`config.mk`:
```
export PLATFORM = sky130hd
export DESIGN_NAME = rgb_pwm_ctr_flat
export DESIGN_NICKNAME = d
export VERILOG_FILES = /design/src/rtl/rgb_pwm_ctr_pkg.sv /design/src/rtl/rgb_pwm_ctr_if.sv /design/src/rtl/rgb_pwm_ctr_chan.sv /design/src/rtl/rgb_pwm_ctr.sv /design/src/flat_wrapper.sv
export SDC_FILE = /design/constraint.sdc
export NUM_CORES = 1
export LEC_CHECK = 0
export CAP_MARGIN = 20
export CORE_ASPECT_RATIO = 0.5
export CORE_MARGIN = 4
export CORE_UTILIZATION = 55
export DETAILED_ROUTE_END_ITERATION = 16
export GPL_TIMING_DRIVEN = 1
export PLACE_DENSITY = 0.75
export SYNTH_ARGS = -nofsm -noshare
export SYNTH_HDL_FRONTEND = slang
export SYNTH_SLANG_ARGS = --single-unit
```
`constraint.sdc`:
```
create_clock -name clk_in -period 5.5 [get_ports clk_in]
set_input_delay 1.1 -clock clk_in [delete_from_list [all_inputs] [get_ports clk_in]]
set_output_delay 1.1 -clock clk_in [all_outputs]
set_load 0.1 [all_outputs]
```
`src/rtl/rgb_pwm_ctr_pkg.sv`:
```
// Purpose : shared types and constants for the multi-LED RGB PWM driver.
// Latency : n/a (types only).
// Backpressure: n/a.
package rgb_pkg;

    typedef enum logic [1:0] {
        MODE_OFF     = 2'd0,
        MODE_SOLID   = 2'd1,
        MODE_BLINK   = 2'd2,
        MODE_BREATHE = 2'd3
    } rgb_mode_t;

    // Level is kept outside the struct because its width follows PWM_BITS.
    typedef struct packed {
        logic [2:0] color;
        rgb_mode_t  mode;
    } rgb_cfg_t;

    localparam int RGB_R = 0;
    localparam int RGB_G = 1;
    localparam int RGB_B = 2;

    localparam rgb_cfg_t CFG_RESET = '{color: 3'b000, mode: MODE_OFF};

    // Index port width; a single-LED build still gets a 1-bit index.
    function automatic int idx_width(input int n);
        return (n > 1) ? $clog2(n) : 1;
    endfunction

endpackage

```
`src/rtl/rgb_pwm_ctr_if.sv`:
```
// Purpose : configuration write port (valid/ready) for rgb_pwm_ctr.
// Latency : n/a (wiring only).
// Backpressure: ready comes from the slave; master holds fields while valid.
interface rgb_pwm_ctr_if
    import rgb_pkg::*;
#(
    parameter int IDX_W    = 1,
    parameter int PWM_BITS = 8
);
    logic                cfg_valid;
    logic                cfg_ready;
    logic [IDX_W-1:0]    cfg_idx;
    logic [2:0]          cfg_color;
    rgb_mode_t           cfg_mode;
    logic [PWM_BITS-1:0] cfg_level;

    modport master (
        output cfg_valid, cfg_idx, cfg_color, cfg_mode, cfg_level,
        input  cfg_ready
    );

    modport slave (
        input  cfg_valid, cfg_idx, cfg_color, cfg_mode, cfg_level,
        output cfg_ready
    );
endinterface

```
`src/rtl/rgb_pwm_ctr_chan.sv`:
```
// Purpose : one RGB LED: shadow/active config, duty mux, PWM compare, output flop.
// Latency : shadow->active at period boundary, output one clock after compare.
// Backpressure: none; every write strobe lands in the shadow register.
// Ports   : wr_en/wr_cfg/wr_level shadow write, load = period boundary,
//           pwm_cnt/ramp/blink_ph shared timebase, led = registered colour bits.
module rgb_pwm_chan
    import rgb_pkg::*;
#(
    parameter int PWM_BITS = 8
)
(
    input  logic                clk_in,
    input  logic                reset,
    input  logic                wr_en,
    input  rgb_cfg_t            wr_cfg,
    input  logic [PWM_BITS-1:0] wr_level,
    input  logic                load,
    input  logic [PWM_BITS-1:0] pwm_cnt,
    input  logic [PWM_BITS-1:0] ramp,
    input  logic                blink_ph,
    output logic [2:0]          led
);
    rgb_cfg_t                shd_cfg;
    rgb_cfg_t                act_cfg;
    logic [PWM_BITS-1:0]     shd_level;
    logic [PWM_BITS-1:0]     act_level;
    logic [PWM_BITS-1:0]     duty;
    logic [2*PWM_BITS-1:0]   breathe_prod;
    logic                    on;

    // A write on the load cycle only reaches the shadow; active takes the
    // previous shadow contents and sees the new write one period later.
    always_ff @(posedge clk_in or negedge reset) begin
        if (!reset) begin
            shd_cfg   <= CFG_RESET;
            shd_level <= '0;
            act_cfg   <= CFG_RESET;
            act_level <= '0;
        end else begin
            if (wr_en) begin
                shd_cfg   <= wr_cfg;
                shd_level <= wr_level;
            end
            if (load) begin
                act_cfg   <= shd_cfg;
                act_level <= shd_level;
            end
        end
    end

    // Full-width product, then keep the top half: ramp scales level.
    assign breathe_prod = {{PWM_BITS{1'b0}}, ramp} * {{PWM_BITS{1'b0}}, act_level};

    always_comb begin
        duty = '0;
        case (act_cfg.mode)
            MODE_OFF:     duty = '0;
            MODE_SOLID:   duty = act_level;
            MODE_BLINK:   duty = blink_ph ? act_level : '0;
            MODE_BREATHE: duty = breathe_prod[2*PWM_BITS-1:PWM_BITS];
            default:      duty = '0;
        endcase
    end

    // Strict compare: duty 0 never lights, full-scale duty misses one slot.
    assign on = (pwm_cnt < duty);

    always_ff @(posedge clk_in or negedge reset) begin
        if (!reset) begin
            led <= 3'b000;
        end else begin
            led <= act_cfg.color & {3{on}};
        end
    end
endmodule

```
`src/rtl/rgb_pwm_ctr.sv`:
```
// Purpose : N-LED RGB driver with per-LED colour, level and off/solid/blink/breathe mode.
// Latency : config applies at next PWM boundary; led_out changes one clock later.
// Backpressure: none; cfg_ready is high whenever reset is released.
// Ports   : clk_in, reset (async active-low), cfg (slave config port),
//           led_out (LED i on bits [3i+2:3i], bit0 red, bit1 green, bit2 blue).
module rgb_pwm_ctr
    import rgb_pkg::*;
#(
    parameter int CLK_FREQ_HZ = 100_000_000,
    parameter int N_LEDS      = 2,
    parameter int PWM_BITS    = 8,
    parameter int PWM_HZ      = 1000,
    parameter int BLINK_HZ    = 2
)
(
    input  logic                  clk_in,
    input  logic                  reset,
    rgb_pwm_ctr_if.slave          cfg,
    output logic [3*N_LEDS-1:0]   led_out
);
    localparam int PWM_DIV   = CLK_FREQ_HZ / (PWM_HZ * (2 ** PWM_BITS));
    localparam int BLINK_MAX = CLK_FREQ_HZ / (2 * BLINK_HZ) - 1;
    localparam int PRE_W     = (PWM_DIV > 1) ? $clog2(PWM_DIV) : 1;
    localparam int BLK_W     = (BLINK_MAX > 0) ? $clog2(BLINK_MAX + 1) : 1;
    localparam int IDX_W     = idx_width(N_LEDS);

    localparam logic [PRE_W-1:0]    PRE_LAST = PRE_W'(PWM_DIV - 1);
    localparam logic [BLK_W-1:0]    BLK_LAST = BLK_W'(BLINK_MAX);
    localparam logic [PWM_BITS-1:0] CNT_MAX  = '1;
    localparam logic [PWM_BITS-1:0] CNT_ONE  = PWM_BITS'(1);

    if (N_LEDS < 1) begin : g_bad_n_leds
        $error("rgb_pwm_ctr: N_LEDS must be >= 1");
    end
    if (PWM_BITS < 2) begin : g_bad_pwm_bits
        $error("rgb_pwm_ctr: PWM_BITS must be >= 2");
    end
    if (PWM_DIV < 1) begin : g_bad_pwm_div
        $error("rgb_pwm_ctr: CLK_FREQ_HZ too low for PWM_HZ * 2**PWM_BITS");
    end
    if (BLINK_MAX < 0) begin : g_bad_blink
        $error("rgb_pwm_ctr: BLINK_HZ too high for CLK_FREQ_HZ");
    end
    if ($bits(cfg.cfg_idx) != IDX_W) begin : g_bad_idx_w
        $error("rgb_pwm_ctr: cfg interface IDX_W does not match N_LEDS");
    end

    logic [PRE_W-1:0]    pwm_pre;
    logic [PWM_BITS-1:0] pwm_cnt;
    logic                pwm_tick;
    logic                boundary;
    logic [BLK_W-1:0]    blink_cnt;
    logic                blink_ph;
    logic [PWM_BITS-1:0] ramp;
    logic                ramp_up;
    logic                cfg_fire;
    rgb_cfg_t            wr_cfg;

    assign pwm_tick = (pwm_pre == PRE_LAST);
    assign boundary = pwm_tick && (pwm_cnt == CNT_MAX);

    always_ff @(posedge clk_in or negedge reset) begin
        if (!reset) begin
            pwm_pre <= '0;
            pwm_cnt <= '0;
        end else if (pwm_tick) begin
            pwm_pre <= '0;
            pwm_cnt <= pwm_cnt + CNT_ONE;
        end else begin
            pwm_pre <= pwm_pre + PRE_W'(1);
        end
    end

    always_ff @(posedge clk_in or negedge reset) begin
        if (!reset) begin
            blink_cnt <= '0;
            blink_ph  <= 1'b0;
        end else if (blink_cnt == BLK_LAST) begin
            blink_cnt <= '0;
            blink_ph  <= ~blink_ph;
        end else begin
            blink_cnt <= blink_cnt + BLK_W'(1);
        end
    end

    // Triangle 0..max..0 without repeating endpoints: turn around on the
    // endpoint and step away in the same cycle.
    always_ff @(posedge clk_in or negedge reset) begin
        if (!reset) begin
            ramp    <= '0;
            ramp_up <= 1'b1;
        end else if (boundary) begin
            if (ramp_up) begin
                if (ramp == CNT_MAX) begin
                    ramp_up <= 1'b0;
                    ramp    <= ramp - CNT_ONE;
                end else begin
                    ramp    <= ramp + CNT_ONE;
                end
            end else begin
                if (ramp == '0) begin
                    ramp_up <= 1'b1;
                    ramp    <= ramp + CNT_ONE;
                end else begin
                    ramp    <= ramp - CNT_ONE;
                end
            end
        end
    end

    assign cfg.cfg_ready = reset;
    assign cfg_fire      = cfg.cfg_valid && cfg.cfg_ready;
    assign wr_cfg        = '{color: cfg.cfg_color, mode: cfg.cfg_mode};

    // Out-of-range indices match no channel, so the write is silently dropped.
    for (genvar i = 0; i < N_LEDS; i++) begin : g_led
        logic wr_en;
        assign wr_en = cfg_fire && (cfg.cfg_idx == IDX_W'(i));

        rgb_pwm_chan #(.PWM_BITS(PWM_BITS)) u_chan (
            .clk_in   (clk_in),
            .reset    (reset),
            .wr_en    (wr_en),
            .wr_cfg   (wr_cfg),
            .wr_level (cfg.cfg_level),
            .load     (boundary),
            .pwm_cnt  (pwm_cnt),
            .ramp     (ramp),
            .blink_ph (blink_ph),
            .led      (led_out[3*i +: 3])
        );
    end
endmodule

```
`src/flat_wrapper.sv`:
```
// flat-port wrapper written by rule: the top's interface ports become plain ports
module rgb_pwm_ctr_flat import rgb_pkg::*;
#(
    parameter int CLK_FREQ_HZ = 100_000_000,
    parameter int N_LEDS      = 2,
    parameter int PWM_BITS    = 8,
    parameter int PWM_HZ      = 1000,
    parameter int BLINK_HZ    = 2
)
  (clk_in, reset, led_out, cfg_cfg_valid, cfg_cfg_idx, cfg_cfg_color, cfg_cfg_mode, cfg_cfg_level, cfg_cfg_ready);
  rgb_pwm_ctr_if #(.IDX_W(1), .PWM_BITS(PWM_BITS)) cfg_i ();
  input  logic clk_in;
  input  logic reset;
  output logic [3*N_LEDS-1:0] led_out;
  input wire logic [$bits(cfg_i.cfg_valid)-1:0] cfg_cfg_valid;
  input wire logic [$bits(cfg_i.cfg_idx)-1:0] cfg_cfg_idx;
  input wire logic [$bits(cfg_i.cfg_color)-1:0] cfg_cfg_color;
  input wire logic [$bits(cfg_i.cfg_mode)-1:0] cfg_cfg_mode;
  input wire logic [$bits(cfg_i.cfg_level)-1:0] cfg_cfg_level;
  output wire logic [$bits(cfg_i.cfg_ready)-1:0] cfg_cfg_ready;
  assign cfg_i.cfg_valid = cfg_cfg_valid;
  assign cfg_i.cfg_idx = cfg_cfg_idx;
  assign cfg_i.cfg_color = cfg_cfg_color;
  assign cfg_i.cfg_mode = cfg_cfg_mode;
  assign cfg_i.cfg_level = cfg_cfg_level;
  assign cfg_cfg_ready = cfg_i.cfg_ready;
  rgb_pwm_ctr #(.CLK_FREQ_HZ(CLK_FREQ_HZ), .N_LEDS(N_LEDS), .PWM_BITS(PWM_BITS), .PWM_HZ(PWM_HZ), .BLINK_HZ(BLINK_HZ)) u_core (.clk_in(clk_in), .reset(reset), .cfg(cfg_i), .led_out(led_out));
endmodule
```
[After elaboration in Yosys (flattened, before gate mapping)]
Index checks and enable logic that the tools add are counted.
Word-level totals
  register bits: 110
  word-level logic and storage cells: 62
  output and inout port bits: 7
Cells by class
  bitwise operators: 4
  add/sub/neg operators: 5
  multiply operators: 2
  reductions and logical operators: 7
  muxes and demuxes: 12
  order comparisons: 2
  equality and inequality tests: 10
Operator list (count)
  $pmux 8 s4: 2
  $mux 8: 5
  $mul 8x8->16: 2
  $add 25x1->25 const B: 1
  $eq 25x25->1 const B: 1
  $mux 25: 1
  $add 8x1->8 const B: 2
  $eq 8x8->1 const B: 2
  $lt 8x8->1: 2
  $add 9x1->9 const B: 1
  $eq 9x9->1 const B: 1
  $mux 9: 1
  $eq 2x2->1 const B: 4
  $logic_not 8->1: 1
  $sub 8x1->8 const B: 1
  $and 3x3->3: 2
  $eq 2x1->1 const B: 2
  $logic_and 1x1->1: 4
  $logic_not 2->1: 2
  $mux 1: 3
  $not 1->1: 2

[Logic depth before layout (Yosys ltp)]
Gate-level depths: netlist (run 1).
  depth after elaboration: 4
  depth in mapped cells: 25
  mapped depth without buffers: 23

[Modules after synthesis]
Synthesis (run 1) repeated with hierarchy kept, for this count alone.
Unflattened totals
  cell total of the unflattened synthesis: 902
  area, all modules: 9241.4 um2
By module, submodules not included
  rgb_pwm_chan (u_core.g_led[0].u_chan): area an instance 3326.9 um2, sequential area each 725.7 um2, instances 1, cells an instance 325
  rgb_pwm_chan (u_core.g_led[1].u_chan): area an instance 3301.9 um2, sequential area each 725.7 um2, instances 1, cells an instance 322
  rgb_pwm_ctr: area an instance 2612.5 um2, sequential area each 1302.5 um2, instances 1, cells an instance 255

[Worst setup path before layout (run 1)]
OpenSTA, ideal clock, no wires.
  kind: reg2reg
  start: reg u_core.ramp[1]
  end: reg u_core.g_led[1].u_chan.led[0]
  path buffers: 2
  setup time: 73 ps
  cell stages (with the launch flop): 25
  period minus slack after synthesis: 5947 ps
  arrival time: 5875 ps
  required time: 5427 ps
  path slack: -447 ps
  path through: dfrtp_1 clkbuf_1 clkbuf_1 nand2_1 fa_1 fa_1 inv_1 fa_1 inv_1 fa_1 inv_1 ha_1 a21oi_1 o211ai_1 a211oi_1 o31ai_1 xor2_1 a22oi_1 ha_1 a21o_1 a21o_1 a21o_1 a2111oi_0 a21oi_1 nor2_1
Between the ends
  longest elaborated chain between the ends: 4
RTL lines
  start: declaration: line rgb_pwm_ctr.sv:54  | logic [PWM_BITS-1:0] ramp;
  start signal: assignment: line rgb_pwm_ctr.sv:96  | ramp <= ramp - CNT_ONE;
  start signal: assignment: line rgb_pwm_ctr.sv:98  | ramp <= ramp + CNT_ONE;
  start signal: assignment: line rgb_pwm_ctr.sv:103  | ramp <= ramp + CNT_ONE;
  $mul 8x8->16: line rgb_pwm_ctr_chan.sv:52  | assign breathe_prod = {{PWM_BITS{1'b0}}, ramp} * {{PWM_BITS{1'b0}}, act_level};
  $pmux 8 s4: line rgb_pwm_ctr_chan.sv:56  | case (act_cfg.mode)
  $lt 8x8->1: line rgb_pwm_ctr_chan.sv:66  | assign on = (pwm_cnt < duty);
  $and 3x3->3: line rgb_pwm_ctr_chan.sv:72  | led <= act_cfg.color & {3{on}};
  end signal: assignment: line rgb_pwm_ctr_chan.sv:72
  end: declaration: line rgb_pwm_ctr_chan.sv:21  | output logic [2:0] led
Every way passes these cells.
A chain may end at the register's enable or synchronous reset.

[Worst setup path in the final report (run 1)]
  start: reg u_core.ramp[3]
  end: reg u_core.g_led[1].u_chan.led[1]
Same word-level chain as after synthesis.

==> results of run 1 <==
[worst max-delay path, cell delays in order (launching register included)]
cell	delay, ps
dfrtp_2	500
buf_4	170
and2_1	150
fa_2	370
fa_1	530
inv_1	60
fa_2	530
fa_1	420
inv_2	80
ha_4	210
nor3_4	180
o21bai_2	120
a211oi_2	330
o31ai_2	100
xor2_1	180
a22oi_1	170
ha_1	280
a21o_1	180
a21o_1	150
a21o_1	190
a2111oi_4	300
a21oi_2	140
nor2_1	120
[worst paths after layout]
check / startpoint / end / slack (ps) / depth (start not counted)
max: u_core.ramp[3] / u_core.g_led[1].u_chan.led[1] / -10 / 22
min: u_core.g_led[1].u_chan.shd_level[0] / u_core.g_led[1].u_chan.act_level[0] / 480 / 2
max reg2reg: u_core.ramp[3] / u_core.g_led[1].u_chan.led[1] / -10 / 22
min reg2reg: u_core.g_led[1].u_chan.shd_level[0] / u_core.g_led[1].u_chan.act_level[0] / 480 / 2
max in group asynchronous: reset / u_core.pwm_pre[8] / 3500 / 2
min in group asynchronous: reset / u_core.g_led[1].u_chan.act_level[5] / 780 / 1
[power by group]
part | internal, W | switching (W)
clock | 0.000361 | 0.000316
combinational | 0.0000397 | 0.0000338
sequential | 0.000844 | 0.0000234
total | 0.00124 | 0.000373
[cell type report]
| class | count | area (um^2) |
|---|---|---|
| Timing Repair Buffer | 91 | 789.5 |
| Tap cell | 227 | 284.0 |
| Clock buffer | 9 | 225.2 |
| Multi-Input combinational cell | 697 | 6187 |
| Fill cell | 1248 | 5667 |
| Sequential cell | 110 | 2766 |
| Clock inverter | 6 | 82.58 |
| Inverter | 93 | 349.1 |
[stage by stage]
step	TNS [ps]	setup WS, ps	cell area, um^2	utilization [%]
2_1_floorplan	0	82.60	9279	-
3_3_place_gp	-6.603	-6.603	9858	60.29
5_1_grt	-869.6	-162.1	10680	65.34
4_1_cts	0	1.716	10270	62.84
3_5_place_dp	-659.3	-120.6	9858	60.29
6_report	-11.75	-11.75	10680	65.34
[sequential cells by signal, indices dropped and copies added (netlist names)]
| signal | flops |
|---|---|
| u_core.blink_cnt | 25 |
| u_core.g_led.u_chan.act_level | 16 |
| u_core.g_led.u_chan.shd_level | 16 |
| u_core.g_led.u_chan.act_cfg | 10 |
| u_core.g_led.u_chan.shd_cfg | 10 |
| u_core.pwm_pre | 9 |
| u_core.pwm_cnt | 8 |
| u_core.ramp | 8 |
| u_core.g_led.u_chan.led | 6 |
| u_core.blink_ph | 1 |
| u_core.ramp_up | 1 |
[cell usage in the layout, fill, tap and decap left out, types with 7 or more instances in the layout]
master / instances
nor2_1: 41
nand2_1: 113
nor2b_1: 10
ha_4: 11
nand3_1: 16
dfrtp_2: 10
a22oi_1: 12
and2_1: 101
clkbuf_16: 10
fa_1: 63
inv_2: 8
xnor2_1: 30
nand4_1: 14
clkdlybuf4s50_1: 21
fa_2: 7
and3_1: 18
buf_4: 61
o211ai_1: 7
inv_1: 85
mux2_2: 27
dfrtp_1: 99
a21oi_1: 18
ha_1: 76
and2_4: 7
xor2_1: 25
o21ai_0: 17
[kinds of logic (layout without fill, tap and decap cells)]
group / after synthesis / after routing / share of synthesized area, %
AO/OA/AOI/OAI: 100 / 100 / 7.461
XOR/XNOR: 55 / 55 / 5.261
adder cells (fa/ha/maj): 157 / 157 / 27.19
AND/OR/NAND/NOR: 355 / 355 / 20.39
multiplexers: 30 / 30 / 3.649
buffers and inverters: 138 / 199 / 5.972
flip-flops: 110 / 110 / 30.08
[per-layer routing]
layer / vias up / wire [um] / track usage [%]
li1: 3211 / - / -
met1: 3406 / 9125 / 31.56
met2: 161 / 10090 / 38.48
met3: 30 / 1247 / 5.014
met4: 2 / 278 / 4.688
met5: - / 13 / 0
[timing repair]
item,in CTS,in global routing
buffers inserted,5,17
hold buffers,0,0
resized for setup,17,59
cloned,0,2
pin swaps,9,78
endpoints found under the setup margin,6,6
==> out/results.md, run 1 <==
| Metric | Reported |
|---|---|
| Run status | complete, but fails checks |
| Violated checks | negative setup slack |
| Master cell of the clock root buffer | clkbuf_16 |
| Routed via count | 6810 |
| Total clock buffers created by CTS | 9 |
| Maximum operating frequency | 181.4 MHz |
| Longest Clk Path Bufs | 2 |
| Total chip power | 0.001618 W |
| Number of setup violations in the final report | 1 |
| Final wirelength | 20760 um |
| Count of non-filler cells in the finished layout | 1233 |
| MaxCap Viol Count | 0 |
| Worst max-slew margin expressed relative to the limit | 31.13% |
| DRC errors left | 0 |
| Floorplan die height | 99.24 um |
| Total global routing overflow | 0 |
| Unrepaired setup endpoints after global routing | yes |
| Maximum vdd drop | 0.1605 mV |
| Worst-skew pair later-pin latency | 350 ps |
| Antenna viol nets, final | 0 |
| DIE WIDTH | 190.5 um |
| Most instantiated cells after synthesis | nand2_1 (116), dfrtp_1 (109), and2_1 (107), inv_1 (93), ha_1 (87) |
| Total GRT Usage | 23.05% |
| Drt wl/cell | 16.84 um |
| Slew @ Worst Pin | 1030 ps |
| Maximum number of pins on one net before global-route repair | 61 |
| Number of buffers inserted by port buffering | 23 |
| Starting DRC count in detailed routing | 314 |
| Total clock sinks | 110 |
| Boundary pin count | 24 |
| Top fanout value on the critical path | 7 |
| Reg clk slew, reported paths | 80 ps |
| Row Count | 33 |
| Worst hold-check path type | reg -> reg |
| Portion of synthesized cell area occupied by the leading cell type | 29.79% |
| Number of register bits inferred by synthesis | 110 |
| Most used flip-flop cell after synthesis | dfrtp_1 |
| Startpoint type of the worst setup path | flip-flop |
| Worst hold margin | 481.7 ps |
| Post-Syn Area | 9156 um^2 |
| Number of distinct library cell variants in the gate-level netlist after synthesis | 57 |
| Ratio of cells with drive above 1 in the final layout | 18.59% |
| Drt pass-1 iters | 5 |
| Least setup slack across all paths after layout | -11.75 ps |
| Starting density of the core | 56.00% |
| Final hold viol count | 0 |
| H-tree depth reported by CTS | 3 |
| Portion of the post-synthesis area used by sequential elements | 30.08% |
| Layout Nets | 1176 |
| Via density per instance | 5.523 |
| Endpoint required time on the critical path | 5780 ps |
| Lkg Pwr | 5.340 nW |
| Time the final worst path needs with I/O delays and setup | 5512 ps |
| Most frequent cell after synthesis | nand2_1 |
| Power Density | 151.5 nW/um^2 |
| Global-route wire length before repair | 35490 um |
| Most area-consuming cells after synthesis | dfrtp_1 (30%), fa_1 (15%), ha_1 (12%) |
| CORE AREA | 16350 um^2 |
| Average cell area after synthesis | 9.689 um^2 |
| YS warnings | 0 |
| Arrival time of data at the critical path endpoint | 5800 ps |
| Worst setup EP type | flip-flop |
| Largest area contributor in the netlist | dfrtp_1 |
| Initial antenna violation count | 1 |
| Number of slew-limit violations in the final report | 0 |
| Final critical-path share of the clock period | 100.2% |
| Weighted congestion at the end of routability-driven global placement | 0.9213 |
| Floorplan die area | 18900 um^2 |
| Vias in the first global route | 7158 |
| Worst-case clock skew | 8.304 ps |
| Relative area change from synthesis to final layout | 16.68% |
| Synthesized net count | 1119 |
| HPWL after detailed placement | 15590 um |
| Cell count after synthesis | 945 |
| Post-synth ARST share | 100.0% |
| Placed Instances | 1194 |
| CTS tree | yes |
| Category of the critical setup timing path | reg -> reg |
| Number of flops mapped to enable cells by yosys | 0 |
| Antenna diode count | 0 |
Note: power is estimated with default switching activity, not from simulation.
==> run 2: changes to the inputs <==
- CAP_MARGIN: 20 -> not set
==> results of run 2 <==
The final DEF is identical to that of run 1; final timing and power are the same.
==> run 3: changes to the inputs <==
==> constraint.sdc (replaced) <==
create_clock -name clk_in -period 5.5 [get_ports clk_in]
set_input_delay 1.1 -clock clk_in [delete_from_list [all_inputs] [get_ports clk_in]]
set_output_delay 1.1 -clock clk_in [all_outputs]
set_load 0.05 [all_outputs]
==> run 3 against run 2 <==
Compared with the run above: the run still ends with negative setup slack left; core utilization shrank 1.5 points; sequential share of layout area grew 0.59 points; via count fell by 1.6%; global-route usage down 0.28 points; die area unchanged; clock power shrank 3.1%; total power decreased by 1.4%; largest cell class unchanged.
==> out/results.md, run 3 (same netlist as run 1, synthesis figures left out) <==
| Metric | Reported | Delta |
|---|---|---|
| Total chip power | 0.001596 W | was 0.001618 W |
| Critical R2R Launch | u_core.ramp[3] | unchanged |
| Hold path cells | 2 | unchanged |
| Min-Delay Endpoint | u_core.g_led[0].u_chan.act_cfg[3] | was u_core.g_led[1].u_chan.act_level[0] |
| Relative contribution of combinational cells to total power | 4.5% | about the same |
| Delay-heaviest family, CP | adder cells | unchanged |
| Violated checks | negative setup slack | unchanged |
| Worst hold-check path type | reg -> reg | unchanged |
| MaxCap Viol Count | 0 | unchanged |
| Endpoint required time on the critical path | 5790 ps | was 5780 ps |
| Number of setup violations in the final report | 4 | was 1 |
| Initial antenna violation count | 0 | was 1 |
| Leading cell type in the layout, fill and taps excluded | nand2_1 | unchanged |
| Row Count | 33 | unchanged |
| CTS tree | yes | unchanged |
| Arrival time of data at the critical path endpoint | 5810 ps | was 5800 ps |
| Number of slew-limit violations in the final report | 0 | unchanged |
| Run status | complete, but fails checks | unchanged |
| Via density per instance | 5.451 | was 5.523 |
| CORE AREA | 16350 um^2 | unchanged |
| Setup total negative slack | -57.59 ps | was -11.75 ps |
| Boundary pin count | 24 | unchanged |
| Worst hold path startpoint | u_core.g_led[0].u_chan.act_cfg[3] | was u_core.g_led[1].u_chan.shd_level[0] |
| Total global routing overflow | 0 | unchanged |
| Worst reg2reg setup slack | -30 ps | was -10 ps |
| Drt wl/cell | 16.47 um | was 16.84 um |
| Int Pwr | 0.001206 W | was 0.001245 W |
| Floorplan die area | 18900 um^2 | unchanged |
| Weighted congestion at the end of routability-driven global placement | 0.9488 | was 0.9213 |
| Ratio of cells with drive above 1 in the final layout | 15.27% | was 18.59% |
| Post-route core utilization | 63.87% | was 65.34% |
| Sw Pwr | 0.0003901 W | was 0.0003735 W |
| Largest stage delay on the critical path | 550 ps | was 530 ps |
| Worst setup EP type | flip-flop | unchanged |
| Number of buffers and inverters on the critical path | 5 | was 3 |
| Worst-path cell chain | buf_4 -> buf_4 -> and2_1 -> fa_2 -> fa_1 -> inv_1 -> fa_1 -> fa_1 -> inv_1 -> ha_1 -> o21a_1 -> o211ai_1 -> buf_4 -> o21ai_0 -> a31oi_1 -> xnor2_1 -> a22oi_1 -> ha_1 -> a21o_1 -> a211o_1 -> a311oi_2 -> nor3_2 -> nor2b_1 | was buf_4 -> and2_1 -> fa_2 -> fa_1 -> inv_1 -> fa_2 -> fa_1 -> inv_2 -> ha_4 -> nor3_4 -> o21bai_2 -> a211oi_2 -> o31ai_2 -> xor2_1 -> a22oi_1 -> ha_1 -> a21o_1 -> a21o_1 -> a21o_1 -> a2111oi_4 -> a21oi_2 -> nor2_1 |
| Worst max-slew margin expressed relative to the limit | 40.75% | was 31.13% |
| Vias in the first global route | 7262 | was 7158 |
| Starting density of the core | 56.00% | unchanged |
| R2R Path End | u_core.g_led[0].u_chan.led[1] | was u_core.g_led[1].u_chan.led[1] |
| Library cell contributing the largest single delay on the critical path | fa_1 | unchanged |
| Final hold viol count | 0 | unchanged |
| Drt pass-1 iters | 6 | was 5 |
| Relative area change from synthesis to final layout | 14.05% | was 16.68% |
| DIE WIDTH | 190.5 um | unchanged |
| Starting DRC count in detailed routing | 345 | was 314 |
| Power Density | 152.8 nW/um^2 | was 151.5 nW/um^2 |
| Placed Instances | 1199 | was 1194 |
| Routed via count | 6699 | was 6810 |
| Reg clk slew, reported paths | 80 ps | about the same |
| Count of non-filler cells in the finished layout | 1229 | was 1233 |
| Highest-count cells in the layout ignoring fill and taps | nand2_1 (113), and2_1 (105), dfrtp_1 (100), inv_1 (90), ha_1 (83) | was nand2_1 (113), and2_1 (101), dfrtp_1 (99), inv_1 (85), ha_1 (76) |
| Startpoint type of the worst setup path | flip-flop | unchanged |
| Total clock buffers created by CTS | 9 | unchanged |
| Sequential power share | 54.4% | was 53.6% |
| Hold buffer count at CTS | 0 | unchanged |
| Total GRT Usage | 22.76% | was 23.05% |
| Unrepaired setup endpoints after global routing | yes | unchanged |
| Floorplan die height | 99.24 um | unchanged |
| Time the final worst path needs with I/O delays and setup | 5526 ps | was 5512 ps |
| Least setup slack across all paths after layout | -26.05 ps | was -11.75 ps |
| DRC errors left | 0 | unchanged |
| Final wirelength | 20240 um | was 20760 um |
| Antenna diode count | 0 | unchanged |
| Number of buffers inserted by port buffering | 23 | unchanged |
| Slew @ Worst Pin | 888.8 ps | was 1030 ps |
| Antenna viol nets, final | 0 | unchanged |
| Largest registers | u_core.blink_cnt: 25 flops, u_core.g_led.u_chan.act_level: 16 flops, u_core.g_led.u_chan.shd_level: 16 flops | unchanged |
| Longest Clk Path Bufs | 2 | unchanged |
| Category of the critical setup timing path | reg -> reg | unchanged |
| Maximum vdd drop | 0.2042 mV | was 0.1605 mV |
| Layout Nets | 1171 | was 1176 |
| Master cell of the clock root buffer | clkbuf_16 | unchanged |
| HPWL after detailed placement | 15520 um | was 15590 um |
| Maximum operating frequency | 181.0 MHz | was 181.4 MHz |
| Final critical-path share of the clock period | 100.5% | was 100.2% |
| Clk pwr share | 41.1% | was 41.8% |
| Global-route wire length before repair | 34870 um | was 35490 um |
| Worst-case clock skew | 14.59 ps | was 8.304 ps |
| Fillers | 1325 | was 1248 |
| Top reg by flops | u_core.blink_cnt | unchanged |
| Maximum number of pins on one net before global-route repair | 69 | was 61 |
| Worst R2R Path Depth | 23 | was 22 |
| Total clock sinks | 110 | unchanged |
| Lkg Pwr | 5.314 nW | was 5.340 nW |
| Largest register FFs | 25 | unchanged |
| Top fanout value on the critical path | 6 | was 7 |
| Switching share of total power | 24.45% | was 23.08% |
| H-tree depth reported by CTS | 3 | unchanged |
| Worst-skew pair later-pin latency | 350 ps | about the same |
-- run 3: worst max-delay path by stage --
stage | startpoint | endpoint | slack [ps] | cells after the start
floorplan | u_core.ramp[2] | u_core.g_led[1].u_chan.led[0] | 80 | 24
global placement | u_core.ramp[1] | u_core.g_led[1].u_chan.led[0] | -20 | 20
detailed placement | u_core.ramp[3] | u_core.g_led[0].u_chan.led[1] | -150 | 22
CTS | u_core.ramp[3] | u_core.g_led[0].u_chan.led[1] | 10 | 23
global route | u_core.ramp[3] | u_core.g_led[1].u_chan.led[1] | -300 | 21
finish | u_core.ramp[3] | u_core.g_led[0].u_chan.led[1] | -30 | 23
-- run 3: power by group through the flow --
stage	combinational, W	clock (W)	sequential (W)
floorplan	0.0000386	0	0.000872
global placement	0.0000706	0	0.000880
detailed placement	0.0000732	0	0.000883
CTS	0.0000738	0.000664	0.000867
global route	0.0000797	0.000695	0.000871
finish	0.0000722	0.000656	0.000868
-- run 3: final cells by class --
| type | count | area [um^2] | share of cell area, % |
|---|---|---|---|
| Clock buffer | 10 | 229.0 | 2.193 |
| Clock inverter | 6 | 60.06 | 0.5751 |
| Inverter | 93 | 349.1 | 3.343 |
| Multi-Input combinational cell | 697 | 6040 | 57.84 |
| Sequential cell | 110 | 2765 | 26.48 |
| Tap cell | 227 | 284.0 | 2.720 |
| Timing Repair Buffer | 86 | 715.7 | 6.854 |
-- run 3: metrics by stage --
stage	hold WS [ps]	setup slack (ps)	instance area, um^2
CTS	467.7	9.530	10280
global route	498.4	-303.4	10440
finish	464.6	-26.05	10440
detailed placement	448.8	-146.0	9886
floorplan	430.9	82.60	9279
global placement	454.6	-18.74	9886
-- run 3: tightest hold or removal path, cell delays in order (launching register included) --
cell and delay (ps):
dfrtp_1 340, nand2_1 50, nand2_1 50
-- run 3: what timing repair did --
| action | in CTS | in global routing |
|---|---|---|
| setup buffers | 6 | 8 |
| cloned | 0 | 0 |
| resized for setup | 16 | 25 |
| pin swaps | 8 | 31 |
| endpoints found under the setup margin | 6 | 6 |
-- run 3: metal layers --
metal / GRT usage, % / vias to the layer above / wire (um)
met5: 0 / - / 0
met4: 4.578 / 0 / 274
met1: 30.73 / 3350 / 9330
met3: 4.804 / 29 / 993
li1: - / 3198 / -
met2: 38.67 / 122 / 9637
